<file path="config.mk">
export PLATFORM = sky130hd
export DESIGN_NAME = tri_setup
export DESIGN_NICKNAME = d
export VERILOG_FILES = /design/src/rtl/tri_setup.sv
export SDC_FILE = /design/constraint.sdc
export NUM_CORES = 2
export LEC_CHECK = 0
export CAP_MARGIN = 15
export CORE_AREA = 4 4 500 502
export CTS_CLUSTER_DIAMETER = 150
export CTS_CLUSTER_SIZE = 8
export DETAILED_ROUTE_END_ITERATION = 10
export DIE_AREA = 0 0 504 506
export GPL_TIMING_DRIVEN = 0
export PLACE_DENSITY = 0.46
export SYNTH_ARGS = -nofsm -noshare
export SYNTH_HDL_FRONTEND = slang
export SYNTH_SLANG_ARGS = --single-unit
</file>
<file path="constraint.sdc">
create_clock -name clk -period 16.9 [get_ports clk]
set_input_delay 4.225 -clock clk [delete_from_list [all_inputs] [get_ports clk]]
set_output_delay 4.225 -clock clk [all_outputs]
set_load 0.005 [all_outputs]
</file>
<file path="src/rtl/tri_setup.sv">
// tri_setup: captures one triangle from the vertex collector, computes edge coefficients,
// doubled area and a screen-clamped bounding box, culls and hands survivors to the rasterizer.
module tri_setup #(
    parameter int SCREEN_W = 640,
    parameter int SCREEN_H = 480
) (
    input  logic        clk,
    input  logic        rst_n,
    input  logic        ready_in,
    input  logic [95:0] vertex_in,
    input  logic [95:0] vertex_in2,
    input  logic [95:0] vertex_in3,
    input  logic [95:0] color_in,
    input  logic [95:0] color_in2,
    input  logic [95:0] color_in3,
    output logic        dequeue,
    output logic        out_valid,
    input  logic        out_ready,
    output logic [16:0] edge_a0,
    output logic [16:0] edge_a1,
    output logic [16:0] edge_a2,
    output logic [16:0] edge_b0,
    output logic [16:0] edge_b1,
    output logic [16:0] edge_b2,
    output logic [32:0] edge_c0,
    output logic [32:0] edge_c1,
    output logic [32:0] edge_c2,
    output logic [34:0] area2,
    output logic        flipped,
    output logic [15:0] bbox_xmin,
    output logic [15:0] bbox_xmax,
    output logic [15:0] bbox_ymin,
    output logic [15:0] bbox_ymax,
    output logic [31:0] z_out0,
    output logic [31:0] z_out1,
    output logic [31:0] z_out2,
    output logic [95:0] color_out0,
    output logic [95:0] color_out1,
    output logic [95:0] color_out2,
    output logic [15:0] cull_count
);
    typedef enum logic [2:0] {IDLE, EDGE0, EDGE1, EDGE2, AREA, DECIDE, OUT} state_t;
    localparam logic signed [15:0] XM = 16'(SCREEN_W - 1);
    localparam logic signed [15:0] YM = 16'(SCREEN_H - 1);

    state_t state_q, state_d;
    logic signed [15:0] xi_q[3], yi_q[3];
    logic [31:0] z_q[3];
    logic [95:0] col_q[3];
    logic signed [16:0] a_q[3], b_q[3];
    logic signed [32:0] c_q[3];
    logic signed [34:0] area_q;
    logic signed [15:0] minx_q, maxx_q, miny_q, maxy_q;
    logic [15:0] bx0_q, bx1_q, by0_q, by1_q, cull_q;
    logic flip_q, valid_q, deq_q;

    logic [1:0] ea, eb;
    logic signed [31:0] p1, p2;
    logic signed [16:0] a_n, b_n;
    logic signed [32:0] c_n;
    logic cull, capture;

    function automatic logic signed [15:0] mn(input logic signed [15:0] a, b, c);
        mn = a < b ? (a < c ? a : c) : (b < c ? b : c);
    endfunction

    function automatic logic signed [15:0] mx(input logic signed [15:0] a, b, c);
        mx = a > b ? (a > c ? a : c) : (b > c ? b : c);
    endfunction

    // One multiplier pair, steered to the edge selected by the current EDGEk state.
    always_comb begin
        ea = state_q == EDGE1 ? 2'd1 : state_q == EDGE2 ? 2'd2 : 2'd0;
        eb = ea == 2'd2 ? 2'd0 : ea + 2'd1;
        p1 = 32'(xi_q[ea]) * 32'(yi_q[eb]);
        p2 = 32'(xi_q[eb]) * 32'(yi_q[ea]);
        a_n = 17'(yi_q[ea]) - 17'(yi_q[eb]);
        b_n = 17'(xi_q[eb]) - 17'(xi_q[ea]);
        c_n = 33'(p1) - 33'(p2);
        capture = state_q == IDLE && ready_in;
        cull = area_q == '0 || maxx_q[15] || minx_q > XM || maxy_q[15] || miny_q > YM;
    end

    always_comb begin
        state_d = state_q;
        case (state_q)
            IDLE:    state_d = ready_in ? EDGE0 : IDLE;
            EDGE0:   state_d = EDGE1;
            EDGE1:   state_d = EDGE2;
            EDGE2:   state_d = AREA;
            AREA:    state_d = DECIDE;
            DECIDE:  state_d = cull ? IDLE : OUT;
            OUT:     state_d = out_ready ? IDLE : OUT;
            default: state_d = IDLE;
        endcase
    end

    always_ff @(posedge clk or negedge rst_n) begin
        if (!rst_n) begin
            state_q <= IDLE;
            deq_q <= 1'b0;
            valid_q <= 1'b0;
            flip_q <= 1'b0;
            area_q <= '0;
            {minx_q, maxx_q, miny_q, maxy_q} <= '0;
            {bx0_q, bx1_q, by0_q, by1_q, cull_q} <= '0;
            for (int k = 0; k < 3; k++) begin
                xi_q[k] <= '0;
                yi_q[k] <= '0;
                z_q[k] <= '0;
                col_q[k] <= '0;
                a_q[k] <= '0;
                b_q[k] <= '0;
                c_q[k] <= '0;
            end
        end else begin
            state_q <= state_d;
            deq_q <= capture;
            if (capture) begin
                xi_q[0] <= vertex_in[95:80];
                xi_q[1] <= vertex_in2[95:80];
                xi_q[2] <= vertex_in3[95:80];
                yi_q[0] <= vertex_in[63:48];
                yi_q[1] <= vertex_in2[63:48];
                yi_q[2] <= vertex_in3[63:48];
                z_q[0] <= vertex_in[31:0];
                z_q[1] <= vertex_in2[31:0];
                z_q[2] <= vertex_in3[31:0];
                col_q[0] <= color_in;
                col_q[1] <= color_in2;
                col_q[2] <= color_in3;
            end
            if (state_q inside {EDGE0, EDGE1, EDGE2}) begin
                a_q[ea] <= a_n;
                b_q[ea] <= b_n;
                c_q[ea] <= c_n;
            end
            if (state_q == AREA) begin
                area_q <= 35'(c_q[0]) + 35'(c_q[1]) + 35'(c_q[2]);
                minx_q <= mn(xi_q[0], xi_q[1], xi_q[2]);
                maxx_q <= mx(xi_q[0], xi_q[1], xi_q[2]);
                miny_q <= mn(yi_q[0], yi_q[1], yi_q[2]);
                maxy_q <= mx(yi_q[0], yi_q[1], yi_q[2]);
            end
            if (state_q == DECIDE) begin
                if (cull) begin
                    cull_q <= cull_q + 16'd1;
                end else begin
                    valid_q <= 1'b1;
                    flip_q <= area_q[34];
                    // Surviving boxes already overlap the screen, so each side needs one clamp only.
                    bx0_q <= minx_q[15] ? '0 : minx_q;
                    bx1_q <= maxx_q > XM ? XM : maxx_q;
                    by0_q <= miny_q[15] ? '0 : miny_q;
                    by1_q <= maxy_q > YM ? YM : maxy_q;
                    if (area_q[34]) begin
                        area_q <= -area_q;
                        for (int k = 0; k < 3; k++) begin
                            a_q[k] <= -a_q[k];
                            b_q[k] <= -b_q[k];
                            c_q[k] <= -c_q[k];
                        end
                    end
                end
            end
            if (state_q == OUT && out_ready) valid_q <= 1'b0;
        end
    end

    assign dequeue = deq_q;
    assign out_valid = valid_q;
    assign {edge_a0, edge_a1, edge_a2} = {a_q[0], a_q[1], a_q[2]};
    assign {edge_b0, edge_b1, edge_b2} = {b_q[0], b_q[1], b_q[2]};
    assign {edge_c0, edge_c1, edge_c2} = {c_q[0], c_q[1], c_q[2]};
    assign area2 = area_q;
    assign flipped = flip_q;
    assign {bbox_xmin, bbox_xmax, bbox_ymin, bbox_ymax} = {bx0_q, bx1_q, by0_q, by1_q};
    assign {z_out0, z_out1, z_out2} = {z_q[0], z_q[1], z_q[2]};
    assign {color_out0, color_out1, color_out2} = {col_q[0], col_q[1], col_q[2]};
    assign cull_count = cull_q;
endmodule

</file>
; ---- Yosys cells after proc, flatten, opt, wreduce, memory -nomap -nowiden
; Cells that the tools add are included.
[totals]
in_bits = 580
wordCells = 159
out_inout_bits = 703
ff_bits = 866
[classes]
n_mul = 2
n_eq_ne = 8
add_sub_neg = 17
order_cmp = 19
reduce_logical = 14
mux = 61
bitwise = 3
[ops]
columns = operator, count
row1 = 51-bit two-way mux, 8
row2 = 99-bit two-way mux, 4
row3 = 16-bit two-way mux, 22
row4 = 35-bit two-way mux, 4
row5 = 16-bit binary-select mux with 2-bit select, 4
row6 = 51-bit bitwise mux, 2
row7 = 17-bit negation, 6
row8 = 99-bit bitwise mux, 1
row9 = 33-bit negation, 3
row10 = 16-bit > comparator, 6
row11 = 16-bit < comparator, 6
row12 = 33-bit demux with 2-bit select, 1
row13 = 16-bit by 16-bit multiplier with 32-bit output, 2
row14 = 34-bit by 33-bit adder with 35-bit output, 1
row15 = 35-bit zero test, 1
row16 = 35-bit negation, 1
row17 = 33-bit by 33-bit adder with 34-bit output, 1
row18 = 17-bit demux with 2-bit select, 1
row19 = 16-bit by 16-bit subtractor with 17-bit output, 2
row20 = 33-bit two-way mux, 1
row21 = 32-bit by 32-bit subtractor with 33-bit output, 1
row22 = "16-bit by 10-bit > comparator with 1-bit output, second input constant", 2
row23 = "16-bit by 11-bit > comparator with 1-bit output, second input constant", 2
row24 = 15-bit two-way mux, 2
row25 = other kinds (22), 40

; ---- Logic depth before layout (Yosys ltp)
[logic_depth]
ltp_word = 16
mapped_depth = 38

; ---- Least setup slack after synthesis
; OpenSTA, ideal clock, no wires.
[synth_path]
path_kind = register -> register
from = reg state_q[2]
to = reg c_q (netlist bit edge_c1[30])
setup_time_ns = 0.120
arrival_ns = 9.141
required_ns = 16.780
n_path_buf = 4
setup_slack_ns = 7.638
path_stages_with_launch = 35
cell_sequence = dfrtp_1 > clkbuf_1 > nand2b_1 > clkbuf_1 > nor2_1 > clkbuf_1 > buf_1 > a21oi_1 > a21oi_1 > inv_1 > nand2_1 > inv_1 > fa_1 > inv_1 > fa_1 > inv_1 > fa_1 > inv_1 > fa_1 > inv_1 > fa_1 > fa_1 > fa_1 > inv_1 > fa_1 > inv_1 > ha_1 > and3_1 > and2_1 > and3_1 > a221o_1 > o21ai_0 > a21oi_1 > or3_1 > a31o_2
[synth_between]
elab_chain_cells = 16
elab_cells_between_ends = 37
classes_between = add/sub: 2 / mul: 2 / order compare: 2 / eq/ne: 5 / mux: 22 / bitwise: 2 / reduce/logical: 2
[synth_lines]
columns = element, line
row1 = from (decl), 46  ; state_t state_q, state_d;
row2 = from (signal assigned), 117  ; state_q <= state_d;
row3 = 3-bit by 2-bit == test with 1-bit output, "73, 133"
row4 = 2-bit two-way mux (2 in series), 73  ; ea = state_q == EDGE1 ? 2'd1 : state_q == EDGE2 ? 2'd2 : 2'd0;
row5 = 2-bit by 1-bit adder with 2-bit output / 2-bit == test (equally long branches), 74  ; eb = ea == 2'd2 ? 2'd0 : ea + 2'd1;
row6 = 2-bit two-way mux, 74
row7 = 2-bit NOT with 3-bit output (not written as such), "75, 76"
row8 = 16-bit binary-select mux with 2-bit select (on tied branches), "75, 76"
row9 = 16-bit two-way mux (on tied branches) (2 in series), "75, 76"
row10 = 16-bit by 16-bit multiplier with 32-bit output (on tied branches), "75, 76"
row11 = 32-bit by 32-bit subtractor with 33-bit output, 79  ; c_n = 33'(p1) - 33'(p2);
row12 = 99-bit bitwise mux, 136  ; c_q[ea] <= c_n;
row13 = 99-bit two-way mux, 133  ; if (state_q inside {EDGE0, EDGE1, EDGE2}) begin
row14 = 99-bit two-way mux, 156  ; if (area_q[34]) begin
row15 = 99-bit two-way mux, 146  ; if (cull) begin
row16 = 99-bit two-way mux *, 145  ; if (state_q == DECIDE) begin
row17 = "to (signal, indexed assignment)", 136
row18 = "to (signal, indexed assignment)", 161  ; c_q[k] <= -c_q[k];
row19 = to (decl), 51  ; logic signed [32:0] c_q[3];
; Every way passes the cells marked *; elsewhere a longest branch is shown, timed or not. The select of a mux whose other input is x is not followed.
; A chain may end at the register's enable or synchronous reset.

; ---- Worst setup path in the final report
[layout_path]
from = reg state_q[0]
to = reg c_q (netlist bit edge_c1[26])
; Same word-level chain as after synthesis.

==> out/qor.yml <==
outcome:
  outcome: "finished clean"
critical_path:
  path_class: "register to register"
  worstPathArrival_ns: 13.85
  crit_path_start_kind: "register"
  worstPathRequired_ns: 17.47
  critPathCaptureType: "register"
  crit_path_top_delay_cell: "a21oi_1"
  cp_common_cell: "fa_1"
  cp_max_fo: 10
  cp_slowest_stage_delay_ns: 1.07
  r2r_cells: 31
timing:
  layout_setup_ws_ns: 3.623
  post-route-min-period_ns: 13.28
  rsz0062_at_grt: "false"
  slew_violations: 0
  max_freq_ghz: 0.07532
  slew-limit-headroom: 0.08773
  whs_ns: 0.4774
  finalClockSkew_ns: 0.09133
  tns_ns: 0
  hold_violations: 0
  setup_viol: 0
  finalCritPeriodShare: 0.7856
  worstMarginPinSlew_ns: 1.368
grt:
  grt_pass1_wl_um: 514800
  overflow: 0
  grt_max_degree: 111
  antenna_found_initial: 106
  grt.total_usage: 0.2913
  grt_pass1_vias: 60020
placed_design:
  io_buffers: 1184
  dp_hpwl_um: 321600
  gp_routability_congestion: 0.9600
  placed_area_um2: 81010
  place_ws_ns: 4.082
detailed_routing:
  drc_errors: 0
  routed_wl_um: 381400
  drt_iter0_markers: 6177
  detail_route.first_pass.iterations: 6
  avgRoutedWirePerCell_um: 34.10
  via_count: 58840
  ant_nets: 0
  viasPerCell: 5.261
clock_network:
  cts_resized: 0
  clkTransAtPathRegs_ns: 0.06
  cts_root_buf: "clkbuf_16"
  hold_buffers: 0
  cts_inserted_buffers: 118
  worstSkewPairLatency_ns: 0.81
  cts_tree: "done"
  clk_path_buf_depth: 3
  h-tree-depth: 3
  cts.sinks: 864
  cts_setup_buffers: 0
final_layout:
  layout_common_cells: "clkdlybuf4s50_1 (1183), dfrtp_1 (864), inv_1 (817)"
  drive_above_1_share: 0.09055
  layout_commonest_cell: "clkdlybuf4s50_1"
  nets: 9449
  nFillCells: 24910
  final_area_um2: 84310
  syn_to_final_growth_pct: 30.69
die:
  core_area_um2: 245300
  die_x_um: 504
  io_pins: 1283
  start_util: 0.2630
  die_h_um: 506
  die_area_um2: 255000
  fp-row-count: 182
hold_path:
  hold_path_class: "register to register"
  hold_depth: 1
synthesis:
  yosysWarnings: 0
  yosysUniqueCellTypes: 73
  ys_seq_elements: 864
  netlist_instances: 6568
  synth_area_um2: 64510
  synth_seq_area_share: 0.3352
  synth.avg_cell_area_um2: 9.822
  ys_async_sr_fraction: 1.000
  synth_edf_count: 0
  synth_top_flop_cell: "dfrtp_1"
flow_run:
  max-cap-violations: 0
## flip-flops by register name (all words and copies together) (netlist names), 17 cells and up
register and cells:
edge_a2 17, edge_b1 17, yi_q 48, color_out0 96, color_out2 96, edge_c2 33
xi_q 48, z_out2 32, color_out1 96, edge_a0 17, edge_c1 33, edge_a1 17
edge_b0 17, z_out0 32, area2 35, edge_b2 17, edge_c0 33, z_out1 32
## worst max-delay path: cells and delay by family, from the launching register on
kind	cells	cell delay, ns
adder cells (fa/ha/maj)	9	4.49
buffers and inverters	9	3.79
XOR/XNOR	1	0.51
flip-flops	1	0.36
AND/OR/NAND/NOR	5	1.72
AO/OA/AOI/OAI	7	2.20
## stage by stage
step                  util  std cells
floorplan                -       6569
global placement    0.3278      10970
detailed placement  0.3303      11010
CTS                 0.3431      11130
global route        0.3435      11160
finish              0.3438      11190
## synth_stat cells (11+ instances only)
cell        n  area share
a21oi_1   433       0.034
nor3b_1    17      0.0020
nand3_1   132       0.010
or2_2      35      0.0034
xnor2_1    71      0.0096
a31oi_1    64      0.0062
a32oi_1    11      0.0015
nand2b_1   67      0.0065
a211oi_1   25      0.0029
clkinv_1   14     0.00081
xor2_1     46      0.0062
ha_1      333       0.065
nand3b_1   29      0.0034
nand2_1   604       0.035
nor2b_1    25      0.0024
a221o_1    19      0.0029
and2_1     34      0.0033
o22a_1     32      0.0043
a32o_1     21      0.0033
o21a_1     43      0.0050
buf_1      14     0.00081
a21o_1     48      0.0056
fa_1      625        0.19
nand4_1    27      0.0026
mux2_2    420       0.073
and3_1     18      0.0017
inv_1     817       0.048
a211o_1    11      0.0015
clkbuf_1  261       0.015
or4_1      11      0.0013
or3_1      94      0.0091
o221a_2    59       0.010
o22ai_1    25      0.0024
o21ai_0   321       0.025
dfrtp_1   864        0.34
nor2_1    605       0.035
mux2i_1    11      0.0017
o21bai_1   13      0.0015
o211ai_1   13      0.0015
a221oi_1   25      0.0034
nor4_1     27      0.0026
nor3_1    100      0.0078
## final cells by class
type	instances	area, um2	share of cell area
multi-input combinational	4586	38720	0.4593
antenna	47	117.6	0.001395
inverter	837	3142	0.03726
sequential	864	21620	0.2564
tap	3220	4029	0.04779
clock buffer	119	2967	0.03519
clock inverter	8	163.9	0.001944
buffer	282	1076	0.01276
timing repair buffer	1222	12470	0.1480
## layer usage
| layer | wire length (um) | share of wire | GRT usage | up-vias |
|---|---|---|---|---|
| met5 | 404 | 0.0011 | 0 | - |
| met4 | 21320 | 0.056 | 0.1336 | 66 |
| met3 | 40840 | 0.11 | 0.09465 | 711 |
| met2 | 168700 | 0.44 | 0.4566 | 3352 |
| met1 | 150200 | 0.39 | 0.3648 | 30030 |
| li1 | - | - | - | 24690 |
## path summary, 6_finish.rpt
check / endpoint / slack (ns) / start
setup / recovery: edge_c1[26]$_DFF_PN0_ / 3.62 / state_q[0]$_DFF_PN0_
hold / removal: cull_count[15]$_DFFE_PN0P_ / 0.48 / cull_count[15]$_DFFE_PN0P_
setup reg to reg: edge_c1[26]$_DFF_PN0_ / 3.62 / state_q[0]$_DFF_PN0_
min in group asynchronous: color_out0[55]$_DFFE_PN0P_ / 3.41 / rst_n
max in group asynchronous: edge_b2[12]$_DFF_PN0_ / 9.76 / rst_n
hold reg to reg: cull_count[15]$_DFFE_PN0P_ / 0.48 / cull_count[15]$_DFFE_PN0P_
## cells by family (layout without fill, tap and decap cells)
group           Yosys count  in the layout  synth area share
compound gates         1233           1233            0.1203
buf+inv                1119           2468           0.06536
mux                     431            431           0.07502
other cells               1             49        0.00005813
xor+xnor                117            117           0.01588
simple gates           1845           1845            0.1297
fa+ha+maj               958            958            0.2585
flops                   864            864            0.3352
Power is not shown: default switching activity piles up to over one toggle a cycle in this logic, so the estimate is an artifact.
